===== config.mk =====
export PLATFORM = sky130hd
export DESIGN_NAME = fog_rate_accum
export DESIGN_NICKNAME = d
export VERILOG_FILES = /design/src/rtl/fog_pkg.sv /design/src/rtl/fog_round_sat.sv /design/src/rtl/fog_rate_accum.sv
export SDC_FILE = /design/constraint.sdc
export NUM_CORES = 1
export LEC_CHECK = 0
export ABC_AREA = 1
export BUFFER_PORTS_ARGS = -buffer_cell sky130_fd_sc_hd__buf_2
export CAP_MARGIN = 20
export CORE_ASPECT_RATIO = 1.1
export CORE_MARGIN = 1.5
export CORE_UTILIZATION = 38
export DETAILED_ROUTE_END_ITERATION = 12
export PLACE_DENSITY_LB_ADDON = 0.12
export SLEW_MARGIN = 10
export SYNTH_ARGS = -nofsm -noshare
export SYNTH_HDL_FRONTEND = slang
export SYNTH_SLANG_ARGS = --single-unit

===== constraint.sdc =====
create_clock -name i_clk -period 3.7 [get_ports i_clk]
set_input_delay 0.37 -clock i_clk [delete_from_list [all_inputs] [get_ports i_clk]]
set_output_delay 0.37 -clock i_clk [all_outputs]
set_load 0.01 [all_outputs]

===== src/rtl/fog_pkg.sv =====
// fog_pkg: shared types and constants for the rate averaging path.
// Holds the default widths, the FSM state encoding and the k clamp.
package fog_pkg;

    localparam int STEP_W   = 32;
    localparam int ACC_W    = 48;
    localparam int MAX_LOG2 = 10;

    typedef enum logic [1:0] {
        ST_IDLE = 2'd0,
        ST_ACC  = 2'd1,
        ST_DONE = 2'd2
    } state_t;

    // Averaging exponents above the supported maximum fall back to it.
    function automatic logic [3:0] clamp_k(input logic [3:0] k);
        return (k > 4'(MAX_LOG2)) ? 4'(MAX_LOG2) : k;
    endfunction

endpackage


===== src/rtl/fog_round_sat.sv =====
// fog_round_sat: divide a wide signed sum by 2^k with half-up rounding,
// then clamp the quotient into the signed STEP_W output range.
module fog_round_sat #(
    parameter int STEP_W = 32,
    parameter int ACC_W  = 48
) (
    input  logic [ACC_W-1:0]  i_sum,
    input  logic [3:0]        i_k,
    output logic [STEP_W-1:0] o_rate
);

    // One guard bit so the rounding bias can never wrap the sum.
    localparam int XW = ACC_W + 1;

    localparam logic signed [XW-1:0] LIM_HI =
        {{(XW-STEP_W+1){1'b0}}, {(STEP_W-1){1'b1}}};
    localparam logic signed [XW-1:0] LIM_LO =
        {{(XW-STEP_W+1){1'b1}}, {(STEP_W-1){1'b0}}};

    logic signed [XW-1:0] w_ext;
    logic signed [XW-1:0] w_bias;
    logic signed [XW-1:0] w_rnd;
    logic signed [XW-1:0] w_shr;

    assign w_ext = {i_sum[ACC_W-1], i_sum};

    // Half-LSB bias; k = 0 is a plain pass-through.
    always_comb begin
        w_bias = '0;
        if (i_k != 4'd0) begin
            w_bias = XW'(1) << (i_k - 4'd1);
        end
    end

    assign w_rnd = w_ext + w_bias;
    assign w_shr = w_rnd >>> i_k;

    // Clamp the rounded quotient into the output word range.
    always_comb begin
        o_rate = w_shr[STEP_W-1:0];
        if (w_shr > LIM_HI) begin
            o_rate = LIM_HI[STEP_W-1:0];
        end else if (w_shr < LIM_LO) begin
            o_rate = LIM_LO[STEP_W-1:0];
        end
    end

endmodule


===== src/rtl/fog_rate_accum.sv =====
// fog_rate_accum: sums feedback steps over 2^k periods and publishes a
// rounded, saturated mean rate through a valid/ready port with overrun.
module fog_rate_accum #(
    parameter int STEP_W   = fog_pkg::STEP_W,
    parameter int ACC_W    = fog_pkg::ACC_W,
    parameter int MAX_LOG2 = fog_pkg::MAX_LOG2
) (
    input  logic                i_clk,
    input  logic                i_rst,
    input  logic                i_en,
    input  logic [3:0]          i_avg_log2,
    input  logic [STEP_W-1:0]   i_step,
    input  logic                i_step_vld,
    output logic [STEP_W-1:0]   o_rate,
    output logic                o_rate_vld,
    input  logic                i_rate_rdy,
    output logic                o_overrun,
    input  logic                i_clr_ovr,
    output logic [MAX_LOG2:0]   o_win_cnt
);

    import fog_pkg::*;

    localparam logic [MAX_LOG2:0] CNT_ONE = {{MAX_LOG2{1'b0}}, 1'b1};

    state_t              r_state;
    state_t              w_state_nxt;
    logic [ACC_W-1:0]    r_acc;
    logic [ACC_W-1:0]    w_acc_nxt;
    logic [MAX_LOG2:0]   r_cnt;
    logic [MAX_LOG2:0]   w_cnt_nxt;
    logic [3:0]          r_k;
    logic [3:0]          w_k_nxt;
    logic [3:0]          w_k_in;
    logic [ACC_W-1:0]    w_step_ext;
    logic [MAX_LOG2:0]   w_cnt_inc;
    logic [MAX_LOG2:0]   w_win_len;
    logic                w_load;
    logic [STEP_W-1:0]   w_rnd;
    logic [STEP_W-1:0]   r_rate;
    logic                r_rate_vld;
    logic                r_ovr;

    assign w_k_in     = clamp_k(i_avg_log2);
    assign w_step_ext = {{(ACC_W-STEP_W){i_step[STEP_W-1]}}, i_step};
    assign w_cnt_inc  = r_cnt + CNT_ONE;
    assign w_win_len  = CNT_ONE << r_k;

    // In DONE the accumulator holds the finished window sum.
    fog_round_sat #(
        .STEP_W (STEP_W),
        .ACC_W  (ACC_W)
    ) u_round_sat (
        .i_sum  (r_acc),
        .i_k    (r_k),
        .o_rate (w_rnd)
    );

    // State, accumulator, sample count and exponent registers.
    always_ff @(posedge i_clk or posedge i_rst) begin
        if (i_rst) begin
            r_state <= ST_IDLE;
            r_acc   <= '0;
            r_cnt   <= '0;
            r_k     <= '0;
        end else begin
            r_state <= w_state_nxt;
            r_acc   <= w_acc_nxt;
            r_cnt   <= w_cnt_nxt;
            r_k     <= w_k_nxt;
        end
    end

    // Window sequencing; a strobe seen in DONE opens the next window.
    always_comb begin
        w_state_nxt = r_state;
        w_acc_nxt   = r_acc;
        w_cnt_nxt   = r_cnt;
        w_k_nxt     = r_k;
        w_load      = 1'b0;
        unique case (r_state)
            ST_IDLE: begin
                w_acc_nxt = '0;
                w_cnt_nxt = '0;
                if (i_en) begin
                    w_k_nxt     = w_k_in;
                    w_state_nxt = ST_ACC;
                end
            end
            ST_ACC: begin
                if (!i_en) begin
                    w_acc_nxt   = '0;
                    w_cnt_nxt   = '0;
                    w_state_nxt = ST_IDLE;
                end else if (i_step_vld) begin
                    w_acc_nxt = r_acc + w_step_ext;
                    w_cnt_nxt = w_cnt_inc;
                    if (w_cnt_inc == w_win_len) begin
                        w_state_nxt = ST_DONE;
                    end
                end
            end
            ST_DONE: begin
                w_load    = 1'b1;
                w_k_nxt   = w_k_in;
                w_acc_nxt = '0;
                w_cnt_nxt = '0;
                if (!i_en) begin
                    w_state_nxt = ST_IDLE;
                end else begin
                    w_state_nxt = ST_ACC;
                    if (i_step_vld) begin
                        w_acc_nxt = w_step_ext;
                        w_cnt_nxt = CNT_ONE;
                        if (w_k_in == 4'd0) begin
                            w_state_nxt = ST_DONE;
                        end
                    end
                end
            end
            default: begin
                w_acc_nxt   = '0;
                w_cnt_nxt   = '0;
                w_state_nxt = ST_IDLE;
            end
        endcase
    end

    // Output word and valid: load on DONE, drop on acceptance.
    always_ff @(posedge i_clk or posedge i_rst) begin
        if (i_rst) begin
            r_rate     <= '0;
            r_rate_vld <= 1'b0;
        end else if (w_load) begin
            r_rate     <= w_rnd;
            r_rate_vld <= 1'b1;
        end else if (r_rate_vld && i_rate_rdy) begin
            r_rate_vld <= 1'b0;
        end
    end

    // Sticky overrun; a fresh overwrite beats a clear request.
    always_ff @(posedge i_clk or posedge i_rst) begin
        if (i_rst) begin
            r_ovr <= 1'b0;
        end else if (w_load && r_rate_vld && !i_rate_rdy) begin
            r_ovr <= 1'b1;
        end else if (i_clr_ovr) begin
            r_ovr <= 1'b0;
        end
    end

    assign o_rate     = r_rate;
    assign o_rate_vld = r_rate_vld;
    assign o_overrun  = r_ovr;
    assign o_win_cnt  = r_cnt;

endmodule


## Yosys cells after proc, flatten, opt, wreduce, memory -nomap -nowiden

Cells that the tools add are included.

- Bits in registers: 99

- $add $sub $neg: 4
- Order comparisons: 3
- Equality and inequality tests: 6
- Shift operators: 3
- Muxes and demuxes: 29
- Reduce and logical (&&, ||, !) cells: 12

Operator list:

| kind | number |
|---|---|
| two-way mux 48 bit | 4 |
| one-hot mux 48 bit (2 select lines) | 1 |
| two-way mux 32 bit | 2 |
| adder 48 x 49 -> 49 bit | 1 |
| greater-than comparator 49 x 32 -> 1 bit, second input constant | 1 |
| < comparator 49 x 32 -> 1 bit, second input constant | 1 |
| two-way mux 49 bit | 1 |
| << shifter 1 x 4 -> 49 bit, first input constant | 1 |
| >>> shifter 49 x 4 -> 49 bit | 1 |
| adder 48 bit | 1 |
| two-way mux 11 bit | 2 |
| one-hot mux 11 bit (2 select lines) | 1 |
| two-way mux 2 bit | 7 |
| adder 11 x 1 -> 11 bit, second input constant | 1 |
| == test 11 bit | 1 |
| << shifter 1 x 4 -> 11 bit, first input constant | 1 |
| two-way mux 4 bit | 2 |
| one-hot mux 4 bit (2 select lines) | 1 |
| two-way mux 1 bit | 7 |
| inequality test 3 bit, second input constant | 2 |
| one-hot mux 2 bit (3 select lines) | 1 |
| nonzero test 2 bit | 3 |
| greater-than comparator 4 bit, second input constant | 1 |
| zero test 4 bit | 1 |
| other kinds (10) | 12 |

## Logic depth before layout (Yosys ltp)

- Depth in word-level cells: 8
- Gate-level depth with buffers: 35
- Depth with buffers taken out: 32

## Cells and area by module

Synthesis repeated with hierarchy kept, for this count alone.

- Cells, all modules: 2627
- Area total of the unflattened synthesis: 14007.2 sq um

By module, submodules not included:

| module | times used | cells an instance | area an instance (sq um) | sequential area each (sq um) |
|---|---|---|---|---|
| fog_rate_accum | 1 | 1491 | 8735.9 | 2477.4 |
| fog_round_sat | 1 | 1136 | 5271.3 | 0.0 |

## Least setup slack after synthesis

No wires, ideal clock.

- Path type: register to register
- From: register r_k[0]
- To: register r_rate[20] (netlist: o_rate[20])
- Library setup time: 0.117 ns
- Arrival: 3.728 ns
- Slack: -0.144 ns
- Stages on the path, launching flop included: 35
- Path buffers: 3
- Clock period less this slack: 3.844 ns
- Path through: dfrtp_1 > buf_2 > clkinv_1 > buf_2 > nor2_1 > nand2_1 > nor2_1 > ha_1 > inv_1 > fa_1 > inv_2 > nand3_1 > nand3_1 > nand2_1 > nand2_2 > nand3_1 > nand2_1 > nand2_1 > nand2_2 > nand2_2 > nand3_2 > nand2_1 > nand2_1 > nand2_1 > nand2_1 > nand2_1 > nor2_1 > nand2_1 > nor2_2 > nand3_2 > nand2_4 > buf_6 > nand2_1 > nand2_1 > nand2_1

- Word-level cells in the longest chain between the ends: 8

RTL lines:

| what | line | source |
|---|---|---|
| start, declared | fog_rate_accum.sv:32 | `logic [3:0] r_k;` |
| start signal, assigned | fog_rate_accum.sv:70 | `r_k <= w_k_nxt;` |
| subtractor 4 x 1 -> 4 bit | fog_round_sat.sv:31 | `w_bias = XW'(1) << (i_k - 4'd1);` |
| << shifter 1 x 4 -> 49 bit | fog_round_sat.sv:31 |  |
| two-way mux 49 bit | fog_round_sat.sv:30 | `if (i_k != 4'd0) begin` |
| adder 48 x 49 -> 49 bit | fog_round_sat.sv:35 | `assign w_rnd = w_ext + w_bias;` |
| >>> shifter 49 x 4 -> 49 bit (*) | fog_round_sat.sv:36 | `assign w_shr = w_rnd >>> i_k;` |
| < comparator 49 x 32 -> 1 bit | fog_round_sat.sv:43 | `end else if (w_shr < LIM_LO) begin` |
| two-way mux 32 bit | fog_round_sat.sv:43 |  |
| two-way mux 32 bit (*) | fog_round_sat.sv:41 | `if (w_shr > LIM_HI) begin` |
| end signal, assigned | fog_rate_accum.sv:135 | `r_rate <= w_rnd;` |
| end, declared | fog_rate_accum.sv:40 | `logic [STEP_W-1:0] r_rate;` |

Every way passes the cells marked *; elsewhere a longest branch is shown, timed or not.
A chain may end at the register's enable or synchronous reset.

## Worst setup path in the final report

- From: register r_k[0]
- To: register r_rate[14] (netlist: o_rate[14])

The elaborated chain is that of the path after synthesis.

==> metrics.cfg <==
[status]
status=finished with violations
violations=negative setup slack

[critical_path]
slowest_delay_ns=0.41
cpMaxStageDelayCell=dfrtp_1
r2r_slack_ns=-0.08
worst_setup_path_end_kind=register
crit_required_ns=3.96
critical_path_class=reg -> reg
crit_fanout=7
start_kind=register
arrival_ns=4.04
crit_top_cell=nand2_1

[sta]
finalSetupViolCount=31
setup_slack_ns=-0.0832
slew_viol_final=0
whs_ns=0.0937
hold_viol_final=0
rsz0062_at_grt=yes
finClkSkew_ns=0.0161
finalCritPeriodShare_pct=102
worst_pin_slew_ns=0.835
post-route-min-period_ns=3.78
relSlewSlack_pct=43.9
max_freq_ghz=0.264

[detailed_routing]
drt_iter0_drc=791
postRouteAntennaNets=0
drt-vias-per-instance=5.29
dr.pass1.iters=5
vias=14176
routed_wl_mm=44.0
wl_per_cell_um=16.4
drc_errors=0

[power]
sw_frac_of_total_pct=53.1
p_leak_nw=8.22
p_per_area_mw_per_mm2=588
power_w=0.00927
pwr-share-seq_pct=18.8
vdd_drop_max_uv=360
power_frac_comb_pct=70.8
intPower_w=0.00434
clkPwrFrac_pct=10.4
netSwitchingPower_w=0.00492

[global_route]
grt_pass1_wl_mm=71.0
grt_max_degree=51
grtUsageTotal_pct=26.6
grt_pass1_vias=13610
antenna_found_initial=0
overflow=0

[layout]
finalNonFillerCells=2682
drive_gt1_share_pct=25.9
fin_area_mm2=0.0158
finalNetCount=2369
post-route-util_pct=50.2
syn_to_final_growth_pct=29.9
insertedDiodeCount=0

[die]
rows=68
io_pins=87
core-area_mm2=0.0314
die_w_um=173
start_util_pct=38.6
die_h_um=190
die_area_mm2=0.0330

[yosys]
netlist_area_mm2=0.0121
synthCells=2081
syn_avg_cell_area_um2=5.83
synth-seq-cells=99
yosysWarnings=0
synth.yosys.seq_area_share_pct=20.4
synth_nets=2193
yosysUniqueCellTypes=48

[clock_tree]
cts-buffers-inserted=9
worstSkewPairLatency_ns=0.37
cts-root-buf=clkbuf_16
clock_sinks=99
cts.clk_slew.worst_paths_ns=0.08
cts_max_level=3
cts_tree=built
clockBufferDepth=2

[place]
hpwl_mm=34.0
dp.cells=2618
io_buffers=86
placed_cell_area_mm2=0.0136
gp_congestion=0.929

[flow_run]
drv_cap=0

[min_path]
hp-class=in -> async

-- synth_stat cells (all sizes together) --
cell    instances  area [um2]
nand2         733        2790
inv           236         886
nand3         200        1050
o21ai         176         881
nor2          165         657
a21oi         122         611
dfrtp          99        2480
ha             68         851
buf            38         218
clkbuf         34         128
a22oi          28         210
xor2           26         228
mux2i          21         210
a31oi          20         125
nor3           19         110
xnor2          16         140
nand4          15        93.8
o211ai         10        75.1
o22ai          10        62.6
clkinv          5        18.8
or2             5        31.3
a211oi          4        30.0
and2            4        25.0
o31ai           4        30.0
a21boi          3        22.5
a21o            2        15.0
fa              2        40.0
nor4            2        12.5
o21a            2        15.0
o221ai          2        17.5
o311ai          2        17.5
a22o            1        8.76
a32o            1        10.0
conb            1        3.75
nand2b          1        6.26
nand3b          1        7.51
o21bai          1        7.51
o221a           1        11.3
o32ai           1        8.76
-- flip-flops by register name, summed over array words and instances (netlist names) --
register    flops
o_rate         32
o_win_cnt      11
r_k             4
r_state         2
o_rate_vld      1
r_acc          48
o_overrun       1
-- stage by stage --
step	setup WS (ns)	TNS, ns
2_1_floorplan	0.00508	0
3_3_place_gp	-0.343	-10.01
3_5_place_dp	-0.316	-9.28
4_1_cts	0.00397	0
5_1_grt	-0.302	-8.47
6_report	-0.0832	-1.50
-- power groups by stage --
stage	combinational (W)	clock (W)	sequential, W
2_1_floorplan	0.00382	0	0.00171
3_3_place_gp	0.00550	0	0.00172
3_5_place_dp	0.00548	0	0.00172
4_1_cts	0.00600	0.000984	0.00172
5_1_grt	0.00735	0.00103	0.00179
6_report	0.00656	0.000966	0.00174
-- routing by layer --
layer	up-vias	GRT usage (%)	part of all wire (%)
met3	84	2.59	4.2
met2	341	43.7	46
met1	6571	36.8	47
met4	0	8.60	2.9
li1	7180	-	-
met5	-	0	0
-- kinds of logic after synthesis --
logic type / count (synthesis) / share of synthesized area [%]
AOI/OAI and AO/OA: 390 / 17.8
muxes: 21 / 1.73
DFF: 99 / 20.4
other: 1 / 0.0309
buffers and inverters: 313 / 10.3
xor gates and xnor gates: 42 / 3.03
and+or+nand+nor: 1145 / 39.4
adders and majority gates: 70 / 7.34
-- area by class of cell --
type	count	area (um2)
tap	420	526
clock inverter	6	46.3
timing repair buffer	234	1640
sequential	99	2480
clock buffer	10	239
multi-input combinational	1672	9920
fill	3330	15600
inverter	241	913
-- layout by cell type, fill, tap and decap left out, types with 5 or more instances in the layout --
master | netlist | routed
nand2_1 | 721 | 620
inv_1 | 226 | 217
o21ai_0 | 176 | 171
buf_4 | 2 | 135
nor2_1 | 150 | 116
a21oi_1 | 122 | 113
nand3_1 | 191 | 99
dfrtp_1 | 99 | 95
nand2_2 | 11 | 89
buf_2 | 18 | 86
nand3_2 | 9 | 82
ha_1 | 68 | 54
a22oi_1 | 28 | 28
nor2_2 | 15 | 26
xor2_1 | 26 | 25
nand2_4 | 1 | 24
nor2_4 | 0 | 23
mux2i_1 | 21 | 21
a31oi_1 | 20 | 19
nand3_4 | 0 | 19
inv_2 | 10 | 17
nand4_1 | 15 | 15
xnor2_1 | 16 | 14
ha_4 | 0 | 14
nor3_1 | 16 | 13
clkbuf_16 | 0 | 11
o211ai_1 | 10 | 10
o22ai_1 | 10 | 10
a21oi_2 | 0 | 9
buf_6 | 6 | 9
nor3_2 | 3 | 6
or2_2 | 5 | 5
-- worst max-delay path: cells and delay by family (launching register included) --
| kind | cells | cell delay (ns) |
|---|---|---|
| buffers and inverters | 2 | 0.27 |
| AND/OR/NAND/NOR | 24 | 2.77 |
| adder cells (fa/ha/maj) | 1 | 0.20 |
| flip-flops | 1 | 0.41 |
-- timing repair --
item                       CTS  global route
pin swaps                   62            97
hold buffers                 0             0
cloned                       3             3
setup endpoints to repair   31            37
setup buffers               29            14
gates resized for setup    173           187
-- worst paths after layout --
kind | cells past startpoint | end | start
setup / recovery | 27 | o_rate[14]$_DFFE_PP0P_ | r_k[0]$_DFFE_PP0P_
hold / removal | 2 | o_rate_vld$_DFFE_PP0P_ | i_rst
setup reg to reg | 27 | o_rate[14]$_DFFE_PP0P_ | r_k[0]$_DFFE_PP0P_
hold reg to reg | 2 | o_rate[13]$_DFFE_PP0P_ | o_rate[13]$_DFFE_PP0P_
max in group asynchronous | 3 | r_acc[0]$_DFFE_PP0P_ | i_rst
min in group i_clk | 2 | o_overrun$_DFFE_PP0P_ | i_clr_ovr
No activity file was read; power rests on OpenSTA's default activity.
